`src/rtl/flappy_game_engine.sv`:
```
// Per-frame bird physics, pipe scrolling, collision and score for the VGA wrapper.
// State advances on a synchronized vsync rising edge; outputs are registered (one clk after the tick); no backpressure.
module flappy_game_engine #(
   parameter int BIRD_START  = 100,
   parameter int FLOOR       = 200,
   parameter int GRAVITY     = 1,
   parameter int FLAP_VEL    = 6,
   parameter int MAX_FALL    = 7,
   parameter int BIRD_X      = 100,
   parameter int BIRD_SIZE   = 8,
   parameter int PIPE_W      = 20,
   parameter int GAP         = 60,
   parameter int PIPE_START  = 639,
   parameter int PIPE_SPEED  = 2,
   parameter int PIPE_MIN    = 10,
   parameter int LFSR_SEED   = 8'hA5,
   parameter int DEAD_FRAMES = 60
) (
   input  logic       clk,
   input  logic       clear,
   input  logic       vsync,
   input  logic       flap,
   output logic       start_game,
   output logic       end_game,
   output logic [7:0] bird_1_height,
   output logic [7:0] pipe_height,
   output logic [9:0] pipe_x,
   output logic [7:0] score
);

   typedef enum logic [1:0] {IDLE, PLAY, DEAD} state_t;

   localparam logic [7:0]        BIRD_RST = 8'(BIRD_START);
   localparam logic [7:0]        FLOOR_H  = 8'(FLOOR);
   localparam logic signed [9:0] POS_FLR  = 10'(FLOOR);
   localparam logic signed [5:0] VEL_FLAP = 6'(-FLAP_VEL);
   localparam logic signed [5:0] VEL_GRAV = 6'(GRAVITY);
   localparam logic signed [5:0] VEL_MAX  = 6'(MAX_FALL);
   localparam logic [9:0]        PX_START = 10'(PIPE_START);
   localparam logic [9:0]        PX_SPEED = 10'(PIPE_SPEED);
   localparam logic [7:0]        SEED     = 8'(LFSR_SEED);
   localparam logic [7:0]        PH_RST   = 8'(PIPE_MIN) + {1'b0, SEED[6:0]};
   localparam logic [5:0]        DEAD_MAX = 6'(DEAD_FRAMES);

   state_t            state, state_n;
   logic signed [5:0] vel, vel_n, vel_inc;
   logic [7:0]        lfsr, lfsr_n, lfsr_step;
   logic [7:0]        bird_n, ph_n, score_n;
   logic [9:0]        px_n;
   logic [5:0]        dead_cnt, dead_n;
   logic signed [9:0] pos;
   logic              hit_x, hit_y;
   logic              flap_pending;
   logic [2:0]        vs_sync, fl_sync;
   logic              frame_tick, flap_edge;

   // Both inputs are asynchronous to clk; the third stage only feeds edge detection.
   always_ff @(posedge clk or negedge clear) begin
      if (!clear) begin
         vs_sync <= 3'b111;
         fl_sync <= 3'b000;
      end else begin
         vs_sync <= {vs_sync[1:0], vsync};
         fl_sync <= {fl_sync[1:0], flap};
      end
   end

   assign frame_tick = vs_sync[1] & ~vs_sync[2];
   assign flap_edge  = fl_sync[1] & ~fl_sync[2];
   assign lfsr_step  = {lfsr[6:0], lfsr[7] ^ lfsr[5] ^ lfsr[4] ^ lfsr[3]};

   // Every tick either consumes or discards the pending flap, so it restarts from this cycle's edge.
   always_ff @(posedge clk or negedge clear) begin
      if (!clear)          flap_pending <= 1'b0;
      else if (frame_tick) flap_pending <= flap_edge;
      else                 flap_pending <= flap_pending | flap_edge;
   end

   always_comb begin
      state_n = state;
      vel_n   = vel;
      bird_n  = bird_1_height;
      px_n    = pipe_x;
      ph_n    = pipe_height;
      lfsr_n  = lfsr;
      score_n = score;
      dead_n  = dead_cnt;
      vel_inc = vel + VEL_GRAV;
      pos     = '0;
      hit_x   = 1'b0;
      hit_y   = 1'b0;
      if (frame_tick) begin
         case (state)
            IDLE: begin
               if (flap_pending) begin
                  state_n = PLAY;
                  vel_n   = VEL_FLAP;
                  score_n = '0;
               end
            end
            PLAY: begin
               if (flap_pending)          vel_n = VEL_FLAP;
               else if (vel_inc > VEL_MAX) vel_n = VEL_MAX;
               else                        vel_n = vel_inc;

               pos = $signed({2'b00, bird_1_height}) + 10'(vel_n);
               if (pos[9]) begin
                  bird_n = '0;
                  vel_n  = '0;
               end else if (pos >= POS_FLR) begin
                  bird_n  = FLOOR_H;
                  state_n = DEAD;
               end else begin
                  bird_n = pos[7:0];
               end

               if (pipe_x < PX_SPEED) begin
                  px_n    = PX_START;
                  lfsr_n  = lfsr_step;
                  ph_n    = 8'(PIPE_MIN) + {1'b0, lfsr_step[6:0]};
                  score_n = (score == 8'hFF) ? score : score + 8'd1;
               end else begin
                  px_n = pipe_x - PX_SPEED;
               end

               // Collision is judged on this tick's updated bird and pipe.
               hit_x = (px_n <= 10'(BIRD_X + BIRD_SIZE)) && ((px_n + 10'(PIPE_W)) >= 10'(BIRD_X));
               hit_y = (bird_n < ph_n) ||
                       (({2'b00, bird_n} + 10'(BIRD_SIZE)) > ({2'b00, ph_n} + 10'(GAP)));
               if (hit_x && hit_y) state_n = DEAD;
            end
            DEAD: begin
               if (dead_cnt != DEAD_MAX) dead_n = dead_cnt + 6'd1;
               if (dead_cnt == DEAD_MAX && flap_pending) begin
                  state_n = IDLE;
                  bird_n  = BIRD_RST;
                  vel_n   = '0;
                  px_n    = PX_START;
                  dead_n  = '0;
               end
            end
            default: state_n = IDLE;
         endcase
      end
   end

   always_ff @(posedge clk or negedge clear) begin
      if (!clear) begin
         state         <= IDLE;
         vel           <= '0;
         bird_1_height <= BIRD_RST;
         pipe_x        <= PX_START;
         pipe_height   <= PH_RST;
         lfsr          <= SEED;
         score         <= '0;
         dead_cnt      <= '0;
         start_game    <= 1'b0;
         end_game      <= 1'b0;
      end else begin
         state         <= state_n;
         vel           <= vel_n;
         bird_1_height <= bird_n;
         pipe_x        <= px_n;
         pipe_height   <= ph_n;
         lfsr          <= lfsr_n;
         score         <= score_n;
         dead_cnt      <= dead_n;
         start_game    <= (state_n == PLAY);
         end_game      <= (state_n == DEAD);
      end
   end

endmodule

```
`config.mk`:
```
export PLATFORM = sky130hd
export DESIGN_NAME = flappy_game_engine
export DESIGN_NICKNAME = d
export VERILOG_FILES = /design/src/rtl/flappy_game_engine.sv
export SDC_FILE = /design/constraint.sdc
export NUM_CORES = 1
export LEC_CHECK = 0
export CORE_UTILIZATION = 29
export CTS_CLUSTER_SIZE = 28
export DETAILED_ROUTE_END_ITERATION = 16
export GPL_TIMING_DRIVEN = 0
export SYNTH_ARGS = -nofsm -noshare
export SYNTH_HDL_FRONTEND = slang
export SYNTH_SLANG_ARGS = --single-unit
```
`constraint.sdc`:
```
create_clock -name clk -period 9.8 [get_ports clk]
set_input_delay 1.47 -clock clk [delete_from_list [all_inputs] [get_ports clk]]
set_output_delay 1.47 -clock clk [all_outputs]
set_load 0.005 [all_outputs]
```
# Yosys cells after proc, flatten, opt, wreduce, memory -nomap -nowiden
# Cells that the tools add are included.
[word_totals]
regBits = 65
inputBits = 4
output_inout_bits = 36
[classes]
addsub = 9
magnitude_cmp = 7
eq_ne = 11
mux = 36
bitwise_logic = 8
reduce_logical = 15
[op_table]
columns = ["operator", "count"]
rows = [
  ["two-way mux 8 bit", 11],
  ["two-way mux 6 bit", 9],
  ["two-way mux 10 bit", 4],
  ["case mux 8 bit (2 select lines)", 2],
  ["case mux 10 bit (2 select lines)", 1],
  ["case mux 6 bit (3 select lines)", 1],
  ["two-way mux 2 bit", 6],
  ["adder 10 x 5 -> 10 bit (second input constant)", 1],
  ["adder 9 x 6 -> 10 bit", 1],
  ["greater-or-equal comparator 10 x 7 -> 1 bit (second input constant)", 1],
  ["greater-or-equal comparator 10 x 9 -> 1 bit (second input constant)", 1],
  ["<= comparator 10 x 7 -> 1 bit (second input constant)", 1],
  ["less-than comparator 10 x 2 -> 1 bit (second input constant)", 1],
  ["subtractor 10 x 2 -> 10 bit (second input constant)", 1],
  ["adder 8 x 4 -> 9 bit (second input constant)", 1],
  ["adder 8 x 6 -> 9 bit (second input constant)", 1],
  ["> comparator 9 bit", 1],
  ["AND reduction 3 bit", 3],
  ["adder 4 x 7 -> 8 bit (first input constant)", 1],
  ["adder 8 x 1 -> 8 bit (second input constant)", 1],
  ["== test 8 bit (second input constant)", 1],
  ["less-than comparator 8 bit", 1],
  ["!= test 2 bit (second input constant)", 4],
  ["adder 6 x 1 -> 6 bit (second input constant)", 1],
  ["other kinds (20)", 30],
]

# Depth between registers and ports, before layout
[depth]
ltp_word = 20
depth_mapped = 25
mapped_depth_nobuf = 24

# Worst setup path after synthesis
# No wires, ideal clock.
[synth_path]
kind = "register -> register"
startpoint = "reg vel[2]"
endpoint = "reg state[0]"
setup_time_ns = 0.066
arrival_ns = 5.314
slack_ns = 4.420
path_stages_with_launch = 22
path_buffers = 1
synth_period_minus_slack_ns = 5.380
path_cell_list = "dfrtp_1 > and3_1 > buf_2 > o311a_1 > a41oi_1 > a21oi_1 > ha_1 > fa_1 > a211o_1 > a2111o_1 > o311a_1 > or4b_4 > and4_2 > ha_1 > a31o_2 > ha_1 > nand4_1 > a211oi_1 > a2111oi_0 > o2bb2ai_1 > a32oi_1 > a221o_1"
[synth_between]
elab_chain_cells = 19
elab_cells_between_ends = 22
classes_between = "add/sub: 3; order compare: 4; mux: 13; reduce/logical: 2"
[synth_rtl]
columns = ["item", "line", "rtl"]
rows = [
  ["start, declared", "46", "logic signed [5:0] vel, vel_n, vel_inc;"],
  ["start signal, assigned", "161", "vel <= vel_n;"],
  ["adder 6 x 2 -> 6 bit *", "88", "vel_inc = vel + VEL_GRAV;"],
  ["> comparator 6 x 4 -> 1 bit", "103", "else if (vel_inc > VEL_MAX) vel_n = VEL_MAX;"],
  ["two-way mux 6 bit *", "103", ""],
  ["two-way mux 6 bit *", "102", "if (flap_pending) vel_n = VEL_FLAP;"],
  ["two-way mux 6 bit *", "93", "case (state)"],
  ["two-way mux 6 bit *", "92", "if (frame_tick) begin"],
  ["adder 9 x 6 -> 10 bit *", "106", "pos = $signed({2'b00, bird_1_height}) + 10'(vel_n);"],
  ["greater-or-equal comparator 10 x 9 -> 1 bit", "110", "end else if (pos >= POS_FLR) begin"],
  ["[... 4 more ...]", "--", ""],
  ["adder 8 x 4 -> 9 bit", "129", "(({2'b00, bird_n} + 10'(BIRD_SIZE)) > ({2'b00, ph_n} + 10'(GAP)));"],
  ["> comparator 9 bit", "129", ""],
  ["logical OR 1 bit", "128", "hit_y = (bird_n < ph_n) ||"],
  ["logical AND 1 bit", "130", "if (hit_x && hit_y) state_n = DEAD;"],
  ["two-way mux 2 bit *", "130", ""],
  ["case mux 2 bit (3 select lines) *", "93", ""],
  ["two-way mux 2 bit *", "92", ""],
  ["named net state_n[0]", "45", "state_t state, state_n;"],
  ["end signal, assigned", "160", "state <= state_n;"],
  ["end, declared", "45", ""],
]
# Mark *: on every way through the listed nets, which the timed path passes. The rest lies on a longest branch. The select of a mux whose other input is x is not followed.
# A chain may end at the register's enable or synchronous reset.

# Worst setup path after layout
[layout_path]
startpoint = "reg vel[2]"
endpoint = "reg state[1]"
# Same word-level chain as after synthesis.

==> impl_metrics.tcl <==
set metrics [dict create \
    run_status "finished, final reports clean" \
    grt_pass1_wl_um 18330 \
    dp_hpwl_um 8097 \
    vdd_ir_drop_max_v 0.0001164 \
    clock_sinks 65 \
    synthArstFlopShare_pct 100.0 \
    h-tree-depth 3 \
    synthTopCellsByArea "dfrtp_1 (23%), dfstp_2 (13%), ha_1 (11%), a21oi_1 (4.5%), o21ai_0 (4.4%)" \
    max_freq_ghz 0.1565 \
    first_iter_violations 217 \
    fin_crit_sh_pct 65.20 \
    crit_top_cell "ha_1" \
    die_area_sq_mm 0.01597 \
    critPathMaxStageDelay_ns 0.57 \
    synth_area_sq_mm 0.004486 \
    syn_nets 539 \
    skew_ns 0.006999 \
    placed_cells 722 \
    crit_path_start_kind "register" \
    crit_slowest_cell "or4b_4" \
    yosysMostFrequentCell "nand2_1" \
    end_kind "register" \
    synth_top_area_cell "dfrtp_1" \
    syn_area_per_cell_sq_um 9.062 \
    synth_edf_count 0 \
    grtUsageTotal_pct 14.39 \
    fp.dieW_um 126.4 \
    num_rows 45 \
    r2r-start "vel[2]$_DFFE_PN0P_" \
    yosys_warnings 0 \
    ant_nets 0 \
    synth_cell_types 67 \
    r2r_end "state[1]$_DFF_PN0_" \
    start_util_pct 29.62 \
    cts_resized 0 \
    hold_end "fl_sync[1]$_DFF_PN0_" \
    crit_fanout 8 \
    core_sq_mm 0.01515 \
    hold_viol_final 0 \
    path_cells "and3_1 -> buf_2 -> o311a_1 -> a41oi_1 -> a21oi_1 -> ha_1 -> fa_1 -> a211o_1 -> a2111o_1 -> o311a_1 -> or4b_4 -> o21ai_0 -> o21a_1 -> ha_1 -> xor2_1 -> ha_1 -> nand4_1 -> a211oi_1 -> a2111oi_0 -> o2bb2ai_1 -> a32oi_1 -> a21boi_0" \
    die_height_um 126.4 \
    hold_class "register to register" \
    crit_type "register to register" \
    io_pins 40 \
    cts_made_buffers 9 \
    path_clk_slew_ns 0.05 \
    wl_per_cell_um 14.78 \
    crit_arrival_ns 6.58 \
    hp-start "fl_sync[0]$_DFF_PN0_" \
    setup_viol 0 \
    tightest_slew_ns 0.8811 \
    clk_path_buf_depth 2 \
    ys_ff_latch 65 \
    viasPerCell 5.233 \
    synth_top_area_share_pct 23.43 \
    power_density_mw_per_mm2 323.4 \
    ys_seq_area_share_pct 36.90 \
    synthCells 495 \
    wirelength_um 10910 \
    drive_gt1_share_pct 12.00 \
    finalNonFillerCells 738 \
    area_growth_pct 20.53 \
    r2r_slack_ns 3.41 \
    grt_remaining_overflow 0 \
    clock-root-buffer "clkbuf_16" \
    drv_slew 0 \
    cts_tree "done" \
    io_buffer_count 39 \
    rsz0062_at_grt "false" \
    cts_hold_buffers 0 \
    vias 3862 \
    antenna_found_initial 0 \
    finalWorstPathRequiredPeriod_ns 6.390 \
    ys.flop_type "dfrtp_1" \
    r2r_cells 22 \
    clkLatencyLatePin_ns 0.34 \
    final.setup.tns_ns 0 \
    cap_violations 0 \
    dr.pass1.iters 5 \
    nNetsFinal 589 \
    min_path_cells 0 \
    synth_common_cells "nand2_1 (45), dfrtp_1 (42), a21oi_1 (40)" \
    grt_max_degree 66 \
    gp_congestion 0.8511 \
    cellLeakagePower_nw 2.283 \
    cts_setup_buffers 0 \
    maxSlewHeadroom_pct 41.26 \
    drc 0 \
    crit_required_ns 9.99 \
    antenna_cells 0 \
    first_global_vias 3725 \
]
metrics by stage:
step | power (mW) | hold WS [ns] | area [sq um] | setup WS [ns] | util, %
after floorplan | 1.118 | 0.3312 | 4486 | 4.420 | -
after global placement | 1.386 | 0.3347 | 5111 | 3.623 | 33.75
after detailed placement | 1.421 | 0.3362 | 5109 | 3.502 | 33.73
after CTS | 1.757 | 0.3487 | 5406 | 3.457 | 35.70
after global routing | 1.908 | 0.3542 | 5406 | 3.087 | 35.70
final | 1.748 | 0.3469 | 5406 | 3.410 | 35.70
registers in the layout (all words and copies together) (netlist names):
register / count
end_game: 1
bird_1_height: 8
dead_cnt: 6
vs_sync: 3
pipe_x: 10
fl_sync: 3
score: 8
vel: 6
pipe_height: 8
lfsr: 8
state: 2
flap_pending: 1
start_game: 1
critical path: cells and delay by family, from the launching register on:
family | cells | cell delay, ns
compound gates | 13 | 3.43
fa+ha+maj | 4 | 1.15
simple gates | 3 | 0.88
flops | 1 | 0.41
xor+xnor | 1 | 0.18
buf+inv | 1 | 0.16
worst max path at each step:
stage / end / slack (ns) / start / cells after the start
after floorplan: state[0]$_DFF_PN0_ / 4.42 / vel[2]$_DFFE_PN0P_ / 21
after global placement: state[0]$_DFF_PN0_ / 3.62 / vel[2]$_DFFE_PN0P_ / 22
final: state[1]$_DFF_PN0_ / 3.41 / vel[2]$_DFFE_PN0P_ / 22
after CTS: state[0]$_DFF_PN0_ / 3.46 / vel[2]$_DFFE_PN0P_ / 22
after detailed placement: state[1]$_DFF_PN0_ / 3.50 / vel[0]$_DFFE_PN0P_ / 23
after global routing: state[1]$_DFF_PN0_ / 3.09 / vel[0]$_DFFE_PN0P_ / 23
metal layers:
| metal | GRT usage [%] | routed length [um] | vias to the layer above |
|---|---|---|---|
| met2 | 24.05 | 5277 | 63 |
| li1 | - | - | 1918 |
| met4 | 4.040 | 97 | 0 |
| met1 | 17.92 | 5087 | 1873 |
| met3 | 4.386 | 446 | 8 |
| met5 | 0 | 0 | - |
cells in the final DEF (no fill, tap or decap), drive strengths merged, types with 19 or more instances in the layout:
cell type	count
ha	39
nand3	19
a21oi	40
o21ai	40
nor2	37
dfstp	23
dfrtp	42
clkdlybuf4s50	38
inv	22
clkbuf	24
nand2	45
power by group:
group	total [mW]	switching (mW)	internal, mW
sequential	0.426	0.0742	0.352
combinational	1.01	0.562	0.443
clock	0.317	0.114	0.203
total	1.75	0.751	0.998
layout make-up:
| class | instances | area, sq um |
|---|---|---|
| fill | 1540 | 9739 |
| multi-input combinational | 391 | 2680 |
| sequential | 65 | 1655 |
| timing repair buffer | 39 | 387.9 |
| clock buffer | 11 | 242.7 |
| tap | 188 | 235.2 |
| inverter | 22 | 82.58 |
| buffer | 17 | 67.56 |
| clock inverter | 5 | 55.05 |
logic make-up (layout without fill, tap and decap cells):
kind of cell             Yosys count  after routing  synth area share (%)
AO/OA/AOI/OAI                    154            154                 22.45
XOR/XNOR                          23             23                 4.491
adder cells (fa/ha/maj)           40             40                 11.33
buffers and inverters             39             94                 3.347
flip-flops                        65             65                 36.90
multiplexers                      16             16                 3.905
other                              1              1               0.08360
AND/OR/NAND/NOR                  157            157                 17.49
Note: power is estimated with default switching activity, not from simulation.
